--- config.mk ---
export PLATFORM = sky130hd
export DESIGN_NAME = hazard_scheduler
export DESIGN_NICKNAME = d
export VERILOG_FILES = /design/src/rtl/hazard_pkg.sv /design/src/rtl/hazard_forward.sv /design/src/rtl/hazard_scheduler.sv
export SDC_FILE = /design/constraint.sdc
export NUM_CORES = 1
export LEC_CHECK = 0
export BUFFER_PORTS_ARGS = -buffer_cell sky130_fd_sc_hd__buf_4
export CAP_MARGIN = 20
export CORE_UTILIZATION = 45
export DETAILED_ROUTE_END_ITERATION = 8
export PLACE_DENSITY_LB_ADDON = 0.15
export SLEW_MARGIN = 30
export SYNTH_ARGS = -nofsm -noshare
export SYNTH_HDL_FRONTEND = slang
export SYNTH_SLANG_ARGS = --single-unit
export TNS_END_PERCENT = 30
--- constraint.sdc ---
create_clock -name clk -period 2.89 [get_ports clk]
set_input_delay 0.289 -clock clk [delete_from_list [all_inputs] [get_ports clk]]
set_output_delay 0.289 -clock clk [all_outputs]
set_load 0.005 [all_outputs]
--- src/rtl/hazard_pkg.sv ---
// hazard_pkg: shared types and constants for the RV32 hazard scheduler.
//   fwd_sel_t   : ALU operand source select (register file / writeback / memory)
//   mem_state_t : data-memory access sequencer states
//   RESULT_LOAD : ResultSrcE encoding that identifies a load in execute
package hazard_pkg;

   typedef enum logic [1:0] {
      FWD_RF = 2'b00,
      FWD_W  = 2'b01,
      FWD_M  = 2'b10
   } fwd_sel_t;

   typedef enum logic [1:0] {
      IDLE = 2'b00,
      WAIT = 2'b01,
      ERR  = 2'b10
   } mem_state_t;

   localparam logic [1:0] RESULT_LOAD = 2'b01;

endpackage

--- src/rtl/hazard_forward.sv ---
// hazard_forward: single-operand forwarding selector (purely combinational).
// Ports:
//   i_rs          execute-stage source register index
//   i_rd_m        memory-stage destination index
//   i_regwrite_m  memory-stage instruction writes the register file
//   i_rd_w        writeback-stage destination index
//   i_regwrite_w  writeback-stage instruction writes the register file
//   o_sel         FWD_M / FWD_W / FWD_RF; the younger M result wins over W
module hazard_forward
   import hazard_pkg::*;
#(
   parameter int REG_ADDR_W = 5
) (
   input  logic [REG_ADDR_W-1:0] i_rs,
   input  logic [REG_ADDR_W-1:0] i_rd_m,
   input  logic                  i_regwrite_m,
   input  logic [REG_ADDR_W-1:0] i_rd_w,
   input  logic                  i_regwrite_w,
   output fwd_sel_t              o_sel
);

   logic w_hit_m;
   logic w_hit_w;

   // x0 is hard-wired zero, so a write to it is never a forwarding source
   assign w_hit_m = i_regwrite_m && (i_rd_m != '0) && (i_rd_m == i_rs);
   assign w_hit_w = i_regwrite_w && (i_rd_w != '0) && (i_rd_w == i_rs);

   always_comb begin
      o_sel = FWD_RF;
      if (w_hit_m)      o_sel = FWD_M;
      else if (w_hit_w) o_sel = FWD_W;
   end

endmodule

--- src/rtl/hazard_scheduler.sv ---
// hazard_scheduler: stall / flush / forward control for the five-stage RV32
// pipeline plus a req/ack sequencer for variable-latency data memory.
// Ports:
//   clk, rst_n                    clock, synchronous active-low reset
//   Rs1D, Rs2D                    decode source indices
//   Rs1E, Rs2E, RdE               execute source / destination indices
//   RdM, RdW, RegWriteM/W         M / W destinations and write enables
//   ResultSrcE                    execute result select (RESULT_LOAD = load)
//   PCSrcE                        taken branch/jump resolved in execute
//   MemAccessM, mem_ack           memory-stage access and its completion
//   mem_req                       data memory request
//   StallF/D/E/M                  hold PC / pipeline registers
//   FlushD/E/W                    clear pipeline registers to bubbles
//   ForwardAE, ForwardBE          ALU operand source selects
//   mem_err                       sticky timeout flag (cleared only by reset)
// Optional build macro HAZARD_PERF_EN adds 32-bit counters stall_cycles
// (cycles with StallF) and flush_events (cycles with FlushE), frozen in ERR.
module hazard_scheduler
   import hazard_pkg::*;
#(
   parameter int MEM_TIMEOUT = 64,
   parameter int REG_ADDR_W  = 5
) (
   input  logic                  clk,
   input  logic                  rst_n,
   input  logic [REG_ADDR_W-1:0] Rs1D,
   input  logic [REG_ADDR_W-1:0] Rs2D,
   input  logic [REG_ADDR_W-1:0] Rs1E,
   input  logic [REG_ADDR_W-1:0] Rs2E,
   input  logic [REG_ADDR_W-1:0] RdE,
   input  logic [REG_ADDR_W-1:0] RdM,
   input  logic [REG_ADDR_W-1:0] RdW,
   input  logic                  RegWriteM,
   input  logic                  RegWriteW,
   input  logic [1:0]            ResultSrcE,
   input  logic                  PCSrcE,
   input  logic                  MemAccessM,
   input  logic                  mem_ack,
   output logic                  mem_req,
   output logic                  StallF,
   output logic                  StallD,
   output logic                  StallE,
   output logic                  StallM,
   output logic                  FlushD,
   output logic                  FlushE,
   output logic                  FlushW,
   output logic [1:0]            ForwardAE,
   output logic [1:0]            ForwardBE,
   output logic                  mem_err
`ifdef HAZARD_PERF_EN
   ,
   output logic [31:0]           stall_cycles,
   output logic [31:0]           flush_events
`endif
);

   localparam int CNT_W = (MEM_TIMEOUT > 2) ? $clog2(MEM_TIMEOUT) : 1;
   localparam logic [CNT_W-1:0] CNT_LAST = CNT_W'(MEM_TIMEOUT - 1);

   mem_state_t       r_state;
   mem_state_t       w_state_nxt;
   logic [CNT_W-1:0] r_cnt;
   logic [CNT_W-1:0] w_cnt_nxt;

   fwd_sel_t w_fwd_a;
   fwd_sel_t w_fwd_b;
   logic     w_load_use;
   logic     w_mem_hold;

   // ---------------- forwarding ----------------
   hazard_forward #(.REG_ADDR_W(REG_ADDR_W)) u_fwd_a (
      .i_rs         (Rs1E),
      .i_rd_m       (RdM),
      .i_regwrite_m (RegWriteM),
      .i_rd_w       (RdW),
      .i_regwrite_w (RegWriteW),
      .o_sel        (w_fwd_a)
   );

   hazard_forward #(.REG_ADDR_W(REG_ADDR_W)) u_fwd_b (
      .i_rs         (Rs2E),
      .i_rd_m       (RdM),
      .i_regwrite_m (RegWriteM),
      .i_rd_w       (RdW),
      .i_regwrite_w (RegWriteW),
      .o_sel        (w_fwd_b)
   );

   assign ForwardAE = w_fwd_a;
   assign ForwardBE = w_fwd_b;

   // ---------------- hazards ----------------
   assign w_load_use = (ResultSrcE == RESULT_LOAD) && (RdE != '0) &&
                       ((RdE == Rs1D) || (RdE == Rs2D));

   // The whole pipeline freezes while a memory access is outstanding. The
   // first request cycle already stalls (it is the first of the N wait
   // cycles); the ack cycle releases so the pipeline advances that edge.
   always_comb begin
      w_mem_hold = 1'b0;
      case (r_state)
         IDLE:    w_mem_hold = MemAccessM && !mem_ack;
         WAIT:    w_mem_hold = !mem_ack;
         ERR:     w_mem_hold = 1'b1;
         default: w_mem_hold = 1'b0;
      endcase
   end

   // ---------------- memory sequencer ----------------
   always_ff @(posedge clk) begin
      if (!rst_n) begin
         r_state <= IDLE;
         r_cnt   <= '0;
      end else begin
         r_state <= w_state_nxt;
         r_cnt   <= w_cnt_nxt;
      end
   end

   always_comb begin
      w_state_nxt = r_state;
      w_cnt_nxt   = r_cnt;
      case (r_state)
         IDLE: begin
            if (MemAccessM && !mem_ack) begin
               w_state_nxt = WAIT;
               w_cnt_nxt   = '0;
            end
         end
         WAIT: begin
            if (mem_ack) begin
               w_state_nxt = IDLE;
            end else if (r_cnt == CNT_LAST) begin
               w_state_nxt = ERR;
            end else begin
               // never reaches past CNT_LAST, so the counter cannot wrap
               w_cnt_nxt = r_cnt + 1'b1;
            end
         end
         ERR:     w_state_nxt = ERR;
         default: w_state_nxt = IDLE;
      endcase
   end

   // ---------------- control outputs ----------------
   always_comb begin
      mem_req = 1'b0;
      StallF  = 1'b0;
      StallD  = 1'b0;
      StallE  = 1'b0;
      StallM  = 1'b0;
      FlushD  = 1'b0;
      FlushE  = 1'b0;
      FlushW  = 1'b0;
      if (rst_n) begin
         case (r_state)
            IDLE:    mem_req = MemAccessM;
            WAIT:    mem_req = 1'b1;
            default: mem_req = 1'b0;
         endcase
         if (w_mem_hold) begin
            StallF = 1'b1;
            StallD = 1'b1;
            StallE = 1'b1;
            StallM = 1'b1;
            FlushW = 1'b1;
         end else if (PCSrcE) begin
            // D holds a wrong-path instruction: squash it, no load-use stall
            FlushD = 1'b1;
            FlushE = 1'b1;
         end else if (w_load_use) begin
            StallF = 1'b1;
            StallD = 1'b1;
            FlushE = 1'b1;
         end
      end
   end

   assign mem_err = (r_state == ERR);

`ifdef HAZARD_PERF_EN
   logic [31:0] r_stall_cycles;
   logic [31:0] r_flush_events;

   always_ff @(posedge clk) begin
      if (!rst_n) begin
         r_stall_cycles <= '0;
         r_flush_events <= '0;
      end else if (r_state != ERR) begin
         if (StallF) r_stall_cycles <= r_stall_cycles + 32'd1;
         if (FlushE) r_flush_events <= r_flush_events + 32'd1;
      end
   end

   assign stall_cycles = r_stall_cycles;
   assign flush_events = r_flush_events;
`endif

endmodule

==> flow_metrics.py <==
metrics = {
    "status": {
        "status": "complete, no violations",
    },
    "layout": {
        "nNetsFinal": 212,
        "insertedDiodeCount": 0,
        "multiInputGateArea_um2": 701,
        "utilization": 0.745,
        "fillCellCount": 144,
        "area_growth_pct": 48.2,
        "drive_gt1_frac": 0.418,
        "seq_area_um2": 160,
        "fin_cells": 190,
    },
    "clock_tree": {
        "ctsResizeCount": 0,
        "clk_latency_ns": 0.26,
        "path_clk_slew_ns": 0.05,
        "cts-htree-levels": 1,
        "cts_max_path_buffers": 2,
        "cts_setup_buffers": 0,
        "clockRootBuffer": "clkbuf_4",
        "cts_inserted_buffers": 3,
        "cts_num_sinks": 8,
        "cts_tree": "built",
        "cts_hold_buf": 0,
    },
    "sta": {
        "post-route-period-util": 0.723,
        "min_period_ns": 2.09,
        "setup_viol": 0,
        "fmax_mhz": 479,
        "fin_ws_ns": 0.802,
        "setup_tns_ns": 0,
        "hold_viol_final": 0,
        "slew_headroom": 0.598,
        "worst_pin_slew_ns": 0.597,
        "grt_setup_unrepaired": "no",
        "fin_worst_skew_ns": 0.00398,
        "drv_slew": 0,
    },
    "yosys": {
        "ys.flop_type": "dfxtp_1",
        "yosysSeqAreaShare": 0.177,
        "syn_nets": 156,
        "synth_seq_cells": 8,
        "avgSynthCellArea_um2": 8.16,
        "yosysWarnings": 0,
        "synthCells": 111,
        "ys_async_sr_fraction": 0,
        "ys_types": 40,
        "synth_edf_count": 0,
        "syn_area_um2": 906,
    },
    "setup_path": {
        "cp.arrival_ns": 1.80,
        "critical_path_required_ns": 2.60,
        "cp-end-kind": "output port",
        "crit_type": "reg -> out",
        "crit_fanout": 7,
        "cp-start-kind": "register",
    },
    "grt": {
        "grt_pass1_vias": 1000,
        "overflow": 0,
        "gr-usage-all-layers": 0.264,
        "grt_max_degree": 11,
        "antenna_found_initial": 0,
        "grt_pass1_wl_mm": 4.07,
    },
    "pwr": {
        "leakagePower_nw": 0.590,
        "p_clk_frac": 0.259,
        "ir_worst_vdd_mv": 0.209,
        "combPwrFrac": 0.405,
        "p_switching_uw": 101,
        "p_per_area_nw_per_um2": 252,
        "internal-power_uw": 237,
        "seqPwrFrac": 0.336,
        "netSwitchingFraction": 0.299,
    },
    "floorplan": {
        "coreArea_um2": 1800,
        "rows": 15,
        "io_pins": 57,
        "die_y_um": 46.9,
        "start_util": 0.503,
        "die-area_um2": 2200,
        "die_x_um": 46.9,
    },
    "flow_run": {
        "drv_cap": 0,
    },
    "hold_path": {
        "min_path_type": "in -> reg",
    },
    "placement": {
        "dp.cells": 187,
        "port_buffers": 56,
        "hpwlAfterDp_mm": 2.21,
        "preCtsSetupSlack_ns": 0.908,
        "gp_congestion": 0.925,
    },
    "drt": {
        "via_count": 1048,
        "vias_per_cell": 5.52,
        "drtPass1Iterations": 4,
        "drcViolationCount": 0,
        "drt-initial-drc-count": 13,
        "drtAntennaViolNets": 0,
        "wl_mm": 2.65,
        "wl_per_cell_um": 13.9,
    },
}
[cell usage in the layout, fill, tap and decap left out, drive strengths merged]
cell type,netlist,layout
o21a,1,1
inv,1,1
a31o,1,1
nor2,11,11
mux2i,1,1
o21ba,1,1
clkinv,1,1
buf,5,56
nor4,4,4
nor3b,2,2
or4,7,7
nand2,4,4
o21ai,4,4
or4b,1,1
o22ai,2,2
xnor2,6,6
o21bai,1,1
nor3,2,2
and3,1,1
a21oi,5,5
a22oi,1,1
o211ai,1,1
clkbuf,0,3
ha,1,1
nand3b,2,2
a32oi,1,1
nand3,5,5
dfxtp,8,8
nor2b,1,1
nand2b,1,1
a41oi,1,1
or2,3,3
a2bb2oi,1,1
xor2,24,24
[worst max-delay path: stages (launching register included)]
cell      delay, ns
dfxtp_1        0.38
or2_4          0.30
a21oi_4        0.15
or4b_1         0.44
o21bai_1       0.14
buf_4          0.13
[cell families after synthesis]
group	count (synthesis)	share of synthesized area
mux	1	0.0111
buf+inv	7	0.0497
xor+xnor	30	0.290
compound gates	20	0.163
simple gates	44	0.296
fa+ha+maj	1	0.0138
flops	8	0.177
[routing by layer]
metal / up-vias / track usage / routed length, um
li1: 510 / - / -
met1: 486 / 0.268 / 1040
met2: 50 / 0.522 / 1390
met3: 2 / 0.0846 / 205
met4: 0 / 0.0457 / 5
met5: - / 0 / 0
[final timing paths]
kind,start,end,slack (ns),cells after the start
max,r_state[0],FlushE,0.80,5
min,rst_n,r_state[1],0.27,2
max reg2reg,r_cnt[0],r_cnt[5],1.27,5
min reg2reg,r_cnt[5],r_cnt[5],0.51,2
[power by group through the flow]
stage / Clock [mW] / Sequential [mW] / Combinational [mW]
finish: 0.0877 / 0.114 / 0.137
global route: 0.0995 / 0.114 / 0.149
CTS: 0.0891 / 0.114 / 0.137
detailed placement: 0 / 0.116 / 0.137
global placement: 0 / 0.116 / 0.132
floorplan: 0 / 0.115 / 0.0590
[flip-flops by register name, summed over array words and instances (netlist names)]
signal,count
r_state,2
r_cnt,6
[cells in the mapped netlist (2+ instances only)]
library cell,n,area share
xor2_1,24,0.23
nor2_1,11,0.046
dfxtp_1,8,0.18
or4_1,6,0.050
xnor2_1,6,0.058
buf_4,5,0.041
nand3_1,5,0.028
a21oi_1,4,0.022
nand2_1,4,0.017
nand3b_1,2,0.017
nor3_1,2,0.011
nor3b_1,2,0.017
nor4_1,2,0.014
nor4_2,2,0.028
o21ai_0,2,0.011
o22ai_1,2,0.014
[metrics by stage]
stage	hold WS [ns]	area (um^2)	power [mW]
5_1_grt	0.268	1340	0.362
4_1_cts	0.265	1340	0.340
6_report	0.265	1340	0.339
3_5_place_dp	0.489	1320	0.253
3_3_place_gp	0.475	1320	0.248
2_1_floorplan	0.407	906	0.174
[layout make-up]
type	count	share of cell area
multi-input cells	96	0.522
repair buffers	56	0.313
flip-flops and latches	8	0.119
well taps	25	0.0233
clock buffers	3	0.0168
inverters	2	0.00559
(Power assumes the default switching activity.)
